File: config.mk
export PLATFORM = sky130hd
export DESIGN_NAME = pc_sequencer
export DESIGN_NICKNAME = d
export VERILOG_FILES = /design/src/rtl/mips_defs.sv /design/src/rtl/npc_calc.sv /design/src/rtl/pc_sequencer.sv
export SDC_FILE = /design/constraint.sdc
export NUM_CORES = 1
export LEC_CHECK = 0
export CORE_MARGIN = 2
export CORE_UTILIZATION = 39
export DETAILED_ROUTE_END_ITERATION = 7
export GPL_TIMING_DRIVEN = 0
export PLACE_DENSITY = 0.79
export SLEW_MARGIN = 25
export SYNTH_ARGS = -nofsm -noshare
export SYNTH_HDL_FRONTEND = slang
export SYNTH_SLANG_ARGS = --single-unit
File: constraint.sdc
create_clock -name clk -period 3.7 [get_ports clk]
set_input_delay 0.555 -clock clk [delete_from_list [all_inputs] [get_ports clk]]
set_output_delay 0.555 -clock clk [all_outputs]
set_load 0.01 [all_outputs]
File: src/rtl/mips_defs.sv
`default_nettype none
// ============================================================================
//  Module      : mips_defs (package)
//  Description : Shared encodings for the mips32 fetch sequencer: FSM states,
//                next-PC redirect select, default reset/trap addresses and
//                the branch displacement helper.
//  Revision    : 1.0 - initial release
// ============================================================================
package mips_defs;

    localparam logic [31:0] c_RESET_PC_DEF   = 32'h0000_0000;
    localparam logic [31:0] c_EXC_VECTOR_DEF = 32'h0000_0080;

    typedef enum logic [1:0] {
        IDLE  = 2'd0,
        FETCH = 2'd1,
        ISSUE = 2'd2
    } state_e;

    typedef enum logic [1:0] {
        SEL_SEQ    = 2'd0,
        SEL_BRANCH = 2'd1,
        SEL_JUMP   = 2'd2,
        SEL_JR     = 2'd3
    } npc_sel_e;

    // Signed word offset turned into a signed byte displacement.
    function automatic logic [31:0] branch_disp(input logic [15:0] off);
        return {{14{off[15]}}, off, 2'b00};
    endfunction

endpackage
`default_nettype wire

File: src/rtl/npc_calc.sv
`default_nettype none
// ============================================================================
//  Module      : npc_calc
//  Description : Combinational next-PC selection. Priority jr > jump >
//                branch > sequential. Optional macro MISALIGN_TRAP_EN turns a
//                misaligned jr target into a trap to EXC_VECTOR.
//  Revision    : 1.0 - initial release
// ============================================================================
module npc_calc
    import mips_defs::*;
#(
    parameter logic [31:0] EXC_VECTOR = c_EXC_VECTOR_DEF
) (
    input  logic [31:0] pc_plus4_i,
    input  logic        branch_taken_i,
    input  logic [15:0] branch_off_i,
    input  logic        jump_i,
    input  logic [25:0] jump_target_i,
    input  logic        jr_i,
    input  logic [31:0] jr_addr_i,
    output logic [31:0] npc_o,
    output logic        misalign_o
);

    npc_sel_e w_sel;

    // Pick the redirect source by fixed priority.
    always_comb begin
        w_sel = SEL_SEQ;
        if (jr_i)                w_sel = SEL_JR;
        else if (jump_i)         w_sel = SEL_JUMP;
        else if (branch_taken_i) w_sel = SEL_BRANCH;
    end

`ifdef MISALIGN_TRAP_EN
    // Form the next PC; a misaligned jr target diverts to the trap vector.
    always_comb begin
        npc_o      = pc_plus4_i;
        misalign_o = 1'b0;
        case (w_sel)
            SEL_BRANCH: npc_o = pc_plus4_i + branch_disp(branch_off_i);
            SEL_JUMP:   npc_o = {pc_plus4_i[31:28], jump_target_i, 2'b00};
            SEL_JR: begin
                if (jr_addr_i[1:0] != 2'b00) begin
                    npc_o      = EXC_VECTOR;
                    misalign_o = 1'b1;
                end else begin
                    npc_o = jr_addr_i;
                end
            end
            default:    npc_o = pc_plus4_i;
        endcase
    end
`else
    // Low jr bits are dropped, so the trap vector is never needed here.
    logic w_unused;
    assign w_unused = &{1'b0, jr_addr_i[1:0], EXC_VECTOR};

    // Form the next PC; jr targets are forced word aligned.
    always_comb begin
        npc_o      = pc_plus4_i;
        misalign_o = 1'b0;
        case (w_sel)
            SEL_BRANCH: npc_o = pc_plus4_i + branch_disp(branch_off_i);
            SEL_JUMP:   npc_o = {pc_plus4_i[31:28], jump_target_i, 2'b00};
            SEL_JR:     npc_o = {jr_addr_i[31:2], 2'b00};
            default:    npc_o = pc_plus4_i;
        endcase
    end
`endif

endmodule
`default_nettype wire

File: src/rtl/pc_sequencer.sv
`default_nettype none
// ============================================================================
//  Module      : pc_sequencer
//  Description : Instruction fetch sequencer. Owns the PC, runs the imem
//                req/ack handshake and holds the fetched word for decode.
//                IDLE -> FETCH -> ISSUE -> FETCH ... Optional macro
//                MISALIGN_TRAP_EN enables the misaligned-jr trap/addr_err.
//  Revision    : 1.0 - initial release
// ============================================================================
module pc_sequencer
    import mips_defs::*;
#(
    parameter logic [31:0] RESET_PC   = c_RESET_PC_DEF,
    parameter logic [31:0] EXC_VECTOR = c_EXC_VECTOR_DEF
) (
    input  logic        clk,
    input  logic        reset,
    output logic        imem_req,
    output logic [31:0] imem_addr,
    input  logic        imem_ack,
    input  logic [31:0] imem_rdata,
    output logic [31:0] instr,
    output logic        instr_valid,
    input  logic        stall,
    output logic [31:0] pc,
    output logic [31:0] pc_plus4,
    input  logic        branch_taken,
    input  logic [15:0] branch_off,
    input  logic        jump,
    input  logic [25:0] jump_target,
    input  logic        jr,
    input  logic [31:0] jr_addr,
    output logic        addr_err
);

    state_e      state_q;
    logic [31:0] pc_q;
    logic [31:0] instr_q;
    logic        instr_valid_q;
    logic        imem_req_q;

    logic [31:0] w_pc_plus4;
    logic [31:0] w_npc;
    logic        w_misalign;
    logic        w_advance;

    assign w_pc_plus4 = pc_q + 32'd4;
    assign w_advance  = (state_q == ISSUE) && !stall;

    npc_calc #(
        .EXC_VECTOR (EXC_VECTOR)
    ) u_npc_calc (
        .pc_plus4_i     (w_pc_plus4),
        .branch_taken_i (branch_taken),
        .branch_off_i   (branch_off),
        .jump_i         (jump),
        .jump_target_i  (jump_target),
        .jr_i           (jr),
        .jr_addr_i      (jr_addr),
        .npc_o          (w_npc),
        .misalign_o     (w_misalign)
    );

    // Fetch FSM: request is raised on entry to FETCH, dropped on ack.
    always_ff @(posedge clk) begin
        if (reset) begin
            state_q       <= IDLE;
            pc_q          <= RESET_PC;
            instr_q       <= 32'd0;
            instr_valid_q <= 1'b0;
            imem_req_q    <= 1'b0;
        end else begin
            case (state_q)
                IDLE: begin
                    state_q    <= FETCH;
                    imem_req_q <= 1'b1;
                end
                FETCH: begin
                    if (imem_ack) begin
                        instr_q       <= imem_rdata;
                        instr_valid_q <= 1'b1;
                        imem_req_q    <= 1'b0;
                        state_q       <= ISSUE;
                    end
                end
                ISSUE: begin
                    if (!stall) begin
                        pc_q          <= w_npc;
                        instr_valid_q <= 1'b0;
                        imem_req_q    <= 1'b1;
                        state_q       <= FETCH;
                    end
                end
                default: begin
                    state_q       <= IDLE;
                    instr_valid_q <= 1'b0;
                    imem_req_q    <= 1'b0;
                end
            endcase
        end
    end

`ifdef MISALIGN_TRAP_EN
    logic addr_err_q;

    // One-cycle error pulse when a misaligned jr is taken.
    always_ff @(posedge clk) begin
        if (reset) begin
            addr_err_q <= 1'b0;
        end else begin
            addr_err_q <= w_advance && w_misalign;
        end
    end

    assign addr_err = addr_err_q;
`else
    logic w_unused;
    assign w_unused = &{1'b0, w_misalign, w_advance};
    assign addr_err = 1'b0;
`endif

    assign imem_req    = imem_req_q;
    assign imem_addr   = pc_q;
    assign instr       = instr_q;
    assign instr_valid = instr_valid_q;
    assign pc          = pc_q;
    assign pc_plus4    = w_pc_plus4;

endmodule
`default_nettype wire

==> results of run 1 <==
==> report_power, final <==
part           switching [uW]  internal, uW  total [uW]
Clock                     375           528         903
Sequential               27.5           721         748
Combinational             284           302         586
Total                     687          1550        2240
==> state kept, by name, indices dropped and copies added (netlist names) <==
signal and count:
imem_req 1, instr_valid 1, instr 32, imem_addr 30
state_q 1
==> per-stage QoR <==
stage | total power, uW | instances | setup TNS [ns]
after floorplan | 1030 | 753 | 0
after global placement | 1310 | 1166 | -8.39
after detailed placement | 1310 | 1166 | -8.31
after CTS | 2210 | 1190 | 0
after global routing | 2310 | 1208 | -0.389
final | 2240 | 1208 | 0
==> cells by family (layout without fill, tap and decap cells) <==
family,Yosys count,after routing
AOI/OAI and AO/OA,238,238
xor gates and xnor gates,49,49
adders and majority gates,35,35
buffers and inverters,90,365
DFF,65,65
muxes,2,2
other,1,7
and+or+nand+nor,267,267
==> placed cells by master (no fill, tap or decap), drive strengths merged, types with 5 or more instances in the layout <==
master / n
clkdlybuf4s50: 233
ha: 34
o21a: 10
a211oi: 10
xor2: 12
o211ai: 8
o221ai: 6
a21o: 21
clkbuf: 38
inv: 18
buf: 70
nor3: 24
and3: 5
o21ai: 40
nand4: 9
nand2: 117
conb: 7
dfxtp: 65
a21oi: 86
nand3: 19
a221oi: 10
xnor2: 37
a31oi: 8
nor2: 64
==> repair_timing <==
item,in CTS,in global routing
resized for setup,50,44
pin swaps,7,24
setup buffers,8,21
setup endpoints to repair,18,15
cloned,0,0
==> cell type report <==
type	count	area, um2	area share
Buffer	70	403	0.0449
Tap cell	180	225	0.0251
Sequential cell	65	1350	0.150
Multi-Input combinational cell	598	4080	0.454
Clock buffer	9	225	0.0251
Timing Repair Buffer	262	2550	0.284
Clock inverter	7	77.6	0.00865
Inverter	17	63.8	0.00711
==> per-layer routing <==
metal / global-route usage / vias to the layer above / wire length (um)
li1: - / 3204 / -
met1: 0.389 / 3151 / 9290
met2: 0.476 / 448 / 10600
met3: 0.0641 / 83 / 2430
met4: 0.119 / 0 / 921
met5: 0 / - / 0
==> how the worst min path moves through the flow <==
stage | end | from | cells after the start
2_1_floorplan | instr[0]$_SDFFE_PP0P_ | instr[0]$_SDFFE_PP0P_ | 2
3_3_place_gp | instr[5]$_SDFFE_PP0P_ | instr[5]$_SDFFE_PP0P_ | 2
3_5_place_dp | instr[23]$_SDFFE_PP0P_ | instr[23]$_SDFFE_PP0P_ | 2
4_1_cts | instr[18]$_SDFFE_PP0P_ | instr[18]$_SDFFE_PP0P_ | 2
5_1_grt | instr[12]$_SDFFE_PP0P_ | instr[12]$_SDFFE_PP0P_ | 2
6_report | instr[28]$_SDFFE_PP0P_ | instr[28]$_SDFFE_PP0P_ | 2
==> critical path, cell delays in order (launching register included) <==
cell and delay (ns):
dfxtp_4 0.38, nand4_1 0.13, or3_4 0.41, or3_4 0.43
nor2_4 0.20, nand2_2 0.12, xnor2_4 0.20, ha_4 0.24
a21o_1 0.17, a21o_1 0.16, a21oi_2 0.18, o211ai_1 0.10
o211ai_1 0.09, nand3_1 0.14, xnor2_2 0.27, nor3_2 0.06
a311o_1 0.27
==> results.txt, run 1 <==
- Yosys mapped a number of flops with a built-in enable equal to 0.
- The die is 122 um wide.
- Synthesized flop and latch total: 65
* Crit Path Class: reg2reg
- Synth area leader: dfxtp_1
- The number of antenna diodes in the final layout is 0.
- Library cells used by synthesis: 67
- During synthesis, Yosys emitted a total of 0 warnings.
- STA puts the critical path data required time at 3.93 ns.
* Share of synthesized registers carrying an async set or reset: 0
* TritonCTS clock tree: built
- In the final routed layout, each cell accounts on average for 19.2 um.
- Boundary Pins: 244
- After clock tree synthesis, the clock-pin slew on the worst setup and hold paths is 0.06 ns.
- For this block, the routed nets add up to 23200 um of wire.
- Measured against the total synthesized area, the mux share comes to 0.00367.
* Synthesized-area fraction occupied by ao, oa, aoi and oai cells: 0.280
- Final estimated routing congestion in global placement: 1.00
* Sequential share of the synthesized area: 0.239
* Kind of start point of the critical path: flop
- In this run the core area contains 43 standard-cell rows.
* Vias per inst: 5.70
* Core Util, Final: 0.651
- Largest family of logic cells by synthesized area: compound AO/OA/AOI/OAI gates
- # port buffers: 233
- Highest net fanout along the worst path: 5
* Drc violations: 0
* Detailed-router iteration count before antenna repair: 5
- Clock tree root buffer cell: clkbuf_16
- Cells after Synth: 747
- Power density over the cells: 249 nW/um2
- Xor/xnor share of the synthesized area: 0.0815
* Hold bufs inserted after CTS: 0
* Vias in the first global route: 6276
- The max-slew violation total from the final report came to 0.
* Worst reg2reg startpoint: imem_addr[11]$_SDFFE_PP0P_
- OpenSTA, run right after detailed placement, puts the worst setup slack at -0.944 ns.
- Counting cells, the worst reg-to-reg path comes to 16.
- Across the run, the number of max-cap violations was 0.
- Run status: finished clean
* Predominant post-synthesis flop cell: dfxtp_1
- At the worst endpoint, the arrival time is 3.90 ns.
- The worst setup path is captured at a flop.
- The area growth from synthesis to layout is 64.6%.
- For this run, the total global-route usage over all layers was measured as 0.297.
- For this design the static power due to leakage is 0.00365 uW.
- The smallest clock period supported by the final layout is computed as 3.66 ns.
* Flop-to-flop setup slack: 0.04 ns
- The HPWL after detailed placement is 17000 um.
* Synth Cell Area: 5450 um2
- Share of layout cells above drive strength 1: 0.162
* Drt first-iter violations: 649
* Setup-violating endpoint count in the final report: 0
- The share of synthesized area in the top cell type comes to 0.239.
- The detail route stage leaves a number of antenna-violating nets equal to 0.
- VDD sags by at most 226 uV.
- Share of synthesized cell area in and, or, nand and nor gates: 0.226
- The number of antenna violations at the first check in global routing came to 0.
- The worst pin sits at a relative slew slack of 0.388.
* DIE HEIGHT: 122 um
* Synthesized area per cell: 7.30 um2
* Number of nets in the finished design: 1171
- In this run the worst hold path is classified as reg2reg.
* Final Instance Area: 8970 um2
* Post-detailed-placement cell area: 8040 um2
- Tracing the worst setup path back leads to its startpoint at imem_addr[11]$_SDFFE_PP0P_.
* Share of the clock period used by the worst path after layout: 0.990
- Maximum number of buffers from clock root to sink: 2
* Worst hold slack across all endpoints: 0.452 ns
- The worst register-to-register path ends at imem_addr[31]$_SDFFE_PP0P_.
* Floorplan die area: 14900 um2
- Setup repair after global routing could not meet its margin everywhere.
- Slack of the critical path: 0.0366 ns
* Starting density of the core: 0.396
- Final clock skew: 0.00790 ns
- Total number of H-tree levels: 3
- Fill cells in the final layout number 1229.
* Most frequent cells after synthesis: nand2_1 (116), a21oi_1 (86), dfxtp_1 (65)
- In this run the standard cell core region covers 13800 um2.
- Maximum number of pins on one net before global-route repair: 17
- Overflow left after global routing: 0
- Hold Violations, Final: 0
- At the pin with the least slew margin, the transition time is 0.916 ns.
- Total CTS buffers: 9
- Max frequency: 0.273 GHz
- Sorting the synthesized cells by area gives the leading types as dfxtp_1 (24%), nand2_1 (8.0%), a21oi_1 (7.9%).
- Count leader, synth: nand2_1
- The critical path ends at imem_addr[31]$_SDFFE_PP0P_.
- The clock reaches the later pin of the worst-skew pair after 0.35 ns.
- Vias post-DR: 6886
- Of the total synthesized cell area, the portion taken by full adders, half adders and majority gates is 0.0817.
- First-pass GRT wire length: 34200 um
- CTS saw 65 sinks.
(Power assumes the default switching activity.)
==> run 2, diff against run 1 <==
ABC_CLOCK_PERIOD_IN_PS = 2990   (was default)
clock period = 2.99 ns   (was 3.7 ns; I/O delays follow)
==> run 2 against run 1 <==
  * The run now ends with setup timing left
  * Worst hold slack hardly changed
  * Clock-buffer cell count rose by 2
  * Critical path depth is 1 lower
  * Die area unchanged
  * Critical path type unchanged
  * Combinational power up 42%
  * Wire length up 15%
  * Flip-flop and latch count is the same
  * Clock skew increased by 0.0041 ns
  * Cell count increased by 3.8%
  * Highest routed layer unchanged
  * Non-clock buffer count increased by 46
  * Register-to-register slack got worse by 0.49 ns
  * Via count increased by 7.8%
==> results.txt, run 2 (synthesized netlist as in run 1, its figures left out) <==
* Endpoint kind of the worst setup timing path: flop
- Met3 track utilization from global routing: 0.0776
- Flip-flop count of the largest register after layout: 32
- Maximum number of pins on one net before global-route repair: 17
* Portion of total power attributed to combinational logic: 0.286
* Reg-to-reg endpoint: imem_addr[31]$_SDFFE_PP0P_
- Across every metal layer, demand over resource in global routing totals 0.335.
- Global routing finished with a remaining overflow of 0.
- The longest clock path from root to sink contains 2 buffers.
* Clock tree sinks: 65
* Normalized max-slew margin: 0.381
- The clock arrives with 0.0120 ns of skew.
- In this run the power spent charging and discharging nets is 899 uW.
* Number of nets still failing antenna checks after routing: 0
* Internal power contribution: 2010 uW
- HPWL reported at the end of detailed placement: 17500 um
- From bottom edge to top edge, the die measures 122 um.
- After clock tree synthesis, the clock-pin slew on the worst setup and hold paths is 0.07 ns.
- Share of the clock period used by the worst path after layout: 1.15
* Clock tree root buffer cell: clkbuf_16
- STA classifies the critical path startpoint as a flop.
* Avg WL per Cell: 21.2 um
- TritonCTS clock tree: built
- The final reports fail on setup timing.
* First-pass GRT wire length: 38400 um
- The number of antenna violations at the first check in global routing was 0.
* Final Instance Area: 10000 um2
- FF+latch area: 1370 um2
* Worst hold stages: 2
- Final wirelength: 26600 um
- The clock reaches the later pin of the worst-skew pair after 0.35 ns.
- For this design the top-level I/O count stands at 244.
- After detailed routing, the number of remaining DRC violations is 0.
* Worst path buffer plus inverter count: 1
- Run status: complete, but fails checks
- Highest net fanout along the worst path: 3
* Final critical path time including I/O delays and setup: 3.44 ns
- After detailed routing, the number of vias per cell comes to 5.92.
- The startpoint identified for the worst register-to-register timing path is imem_addr[15]$_SDFFE_PP0P_.
- Drt first-iter violations: 802
* Vias post-DR: 7421
- Static Leakage: 0.00410 uW
- The worst hold path begins at instr[18]$_SDFFE_PP0P_.
* Worst path slowest cell: or3_4
- The number of failing hold endpoints at the final stage was 0.
- Switching share of total power: 0.309
- VDD sags by at most 380 uV.
* Starting density of the core: 0.396
* Floorplan die area: 14900 um2
* Portion of total power attributed to the clock network: 0.399
* Max incr delay on CP: 0.42 ns
- 0 antenna diodes ended up in the layout.
- Total CTS buffers: 9
- The via count of the first global-routing pass came to 7067.
- For met2 alone, demand over resource in global routing was 0.531.
- Of the total power, registers draw 0.315.
- The max-slew violation total from the final report is 0.
* Detailed-router iteration count before antenna repair: 8
* Worst Tran Pin Value: 0.929 ns
- Once routing completed, OpenROAD measured the worst setup slack at -0.450 ns.
- Required time at the endpoint of the critical path: 3.22 ns
- Std-Cell Core Area: 13800 um2
* Total number of H-tree levels: 3
* Crit Path Class: reg2reg
- Global-route layer with the greatest usage: met2
- Cells traversed along the worst timing path: inv_1, or3_4, or3_4, nor2_4, nand2_2, xnor2_4, ha_4, a21o_1, a21o_1, a21oi_2, o211ai_1, o211ai_1, nand3_1, xnor2_2, a311o_1
- The final layout contains 1217 nets.
* HP Class: reg2reg
- Setup TNS: -6.18 ns
- The library cell used most frequently in the layout, excluding fill and tap cells, is clkdlybuf4s50_1.
- Max-cap violations in this run came to 0.
* Area added between synthesis and finish: 83.5%
- Flop-to-flop setup slack: -0.45 ns
- For hold timing, the worst endpoint is instr[18]$_SDFFE_PP0P_.
- Share of layout cells above drive strength 1: 0.263
* Area occupied by multi-input gates: 4710 um2
* Post-detailed-placement cell area: 8160 um2
* Final estimated routing congestion in global placement: 0.969
- Leaving out fill and tap cells, the most frequent cells in the layout are clkdlybuf4s50_1 (220), nand2_1 (108), buf_4 (108), a21oi_1 (72), nor2_1 (56).
- The layout has 1021 filler cells.
* Power density over the cells: 291 nW/um2
* Met1 global-route usage: 0.417
- Static timing analysis puts the maximum clock frequency at 0.291 GHz.
* Number of cell instances on the worst register-to-register path: 15
- The floorplan has 43 rows.
* Unrepaired setup endpoints after global routing: yes
* # port buffers: 233
- Critical Path AT: 3.67 ns
- The floorplan step set the die width to 122 um.
* Setup-violating endpoint count in the final report: 21
- The kind of cell with the highest combined delay along the critical path is simple AND/OR/NAND/NOR gates.
## run 2: cell types whose count changed in the layout (fill, tap and decap cells not counted), moves of 7 or more
cell             delta
a21oi_1             -9
ha_1               -11
clkdlybuf4s50_1    -13
xnor2_1            -11
buf_4              +42
o21ai_0            -13
ha_4               +13
o21ai_1            +11
dlygate4sd2_1       +7
a21oi_2             +7
## run 2: how the worst max path moves through the flow
stage                          startpoint                         end  slack (ns)  cells after the start
2_1_floorplan   imem_addr[8]$_SDFFE_PP0P_  imem_addr[31]$_SDFFE_PP0P_       -0.34                     16
3_3_place_gp    imem_addr[2]$_SDFFE_PP0P_  imem_addr[25]$_SDFFE_PP0P_       -1.04                     15
3_5_place_dp    imem_addr[2]$_SDFFE_PP0P_  imem_addr[25]$_SDFFE_PP0P_       -1.05                     15
4_1_cts         imem_addr[9]$_SDFFE_PP0P_  imem_addr[31]$_SDFFE_PP0P_       -0.42                     15
5_1_grt        imem_addr[11]$_SDFFE_PP0P_  imem_addr[31]$_SDFFE_PP0P_       -0.62                     14
6_report       imem_addr[15]$_SDFFE_PP0P_  imem_addr[31]$_SDFFE_PP0P_       -0.45                     15
## run 2: what timing repair did
action | 4_1_cts | 5_1_grt
setup buffers | 58 | 19
setup endpoints to repair | 40 | 30
pin swaps | 53 | 52
hold buffers | 0 | 0
gates resized for setup | 142 | 60
## run 2: through the flow
step / worst slack (ns) / util / total power (uW) / hold WS, ns / std cells
detailed placement: -1.05 / 0.593 / 1630 / 0.446 / 1166
global route: -0.621 / 0.726 / 2990 / 0.473 / 1254
floorplan: -0.341 / - / 1270 / 0.479 / 753
finish: -0.450 / 0.726 / 2910 / 0.452 / 1254
CTS: -0.425 / 0.697 / 2830 / 0.453 / 1237
global placement: -1.04 / 0.593 / 1630 / 0.441 / 1166
## run 2: tightest hold or removal path, stage by stage (launching register included)
cell,delay (ns)
dfxtp_1,0.30
nand2_1,0.05
a21oi_1,0.05
## run 2: layer usage
metal / part of all wire / wire, um
met3: 0.11 / 2870
met4: 0.053 / 1420
met1: 0.38 / 10100
met5: 0 / 0
met2: 0.46 / 12200
## run 2: final cells by class
class,instances,share of cell area
multi-input combinational,598,0.471
timing repair buffer,308,0.291
sequential,65,0.137
buffer,70,0.0403
clock buffer,11,0.0254
tap,180,0.0225
inverter,17,0.00638
clock inverter,5,0.00613
## run 2: power by group through the flow
stage | logic [uW] | registers, uW | clock network, uW
2_1_floorplan | 313 | 960 | 0
5_1_grt | 879 | 921 | 1190
3_3_place_gp | 675 | 950 | 0
3_5_place_dp | 679 | 952 | 0
6_report | 832 | 917 | 1160
4_1_cts | 758 | 916 | 1150
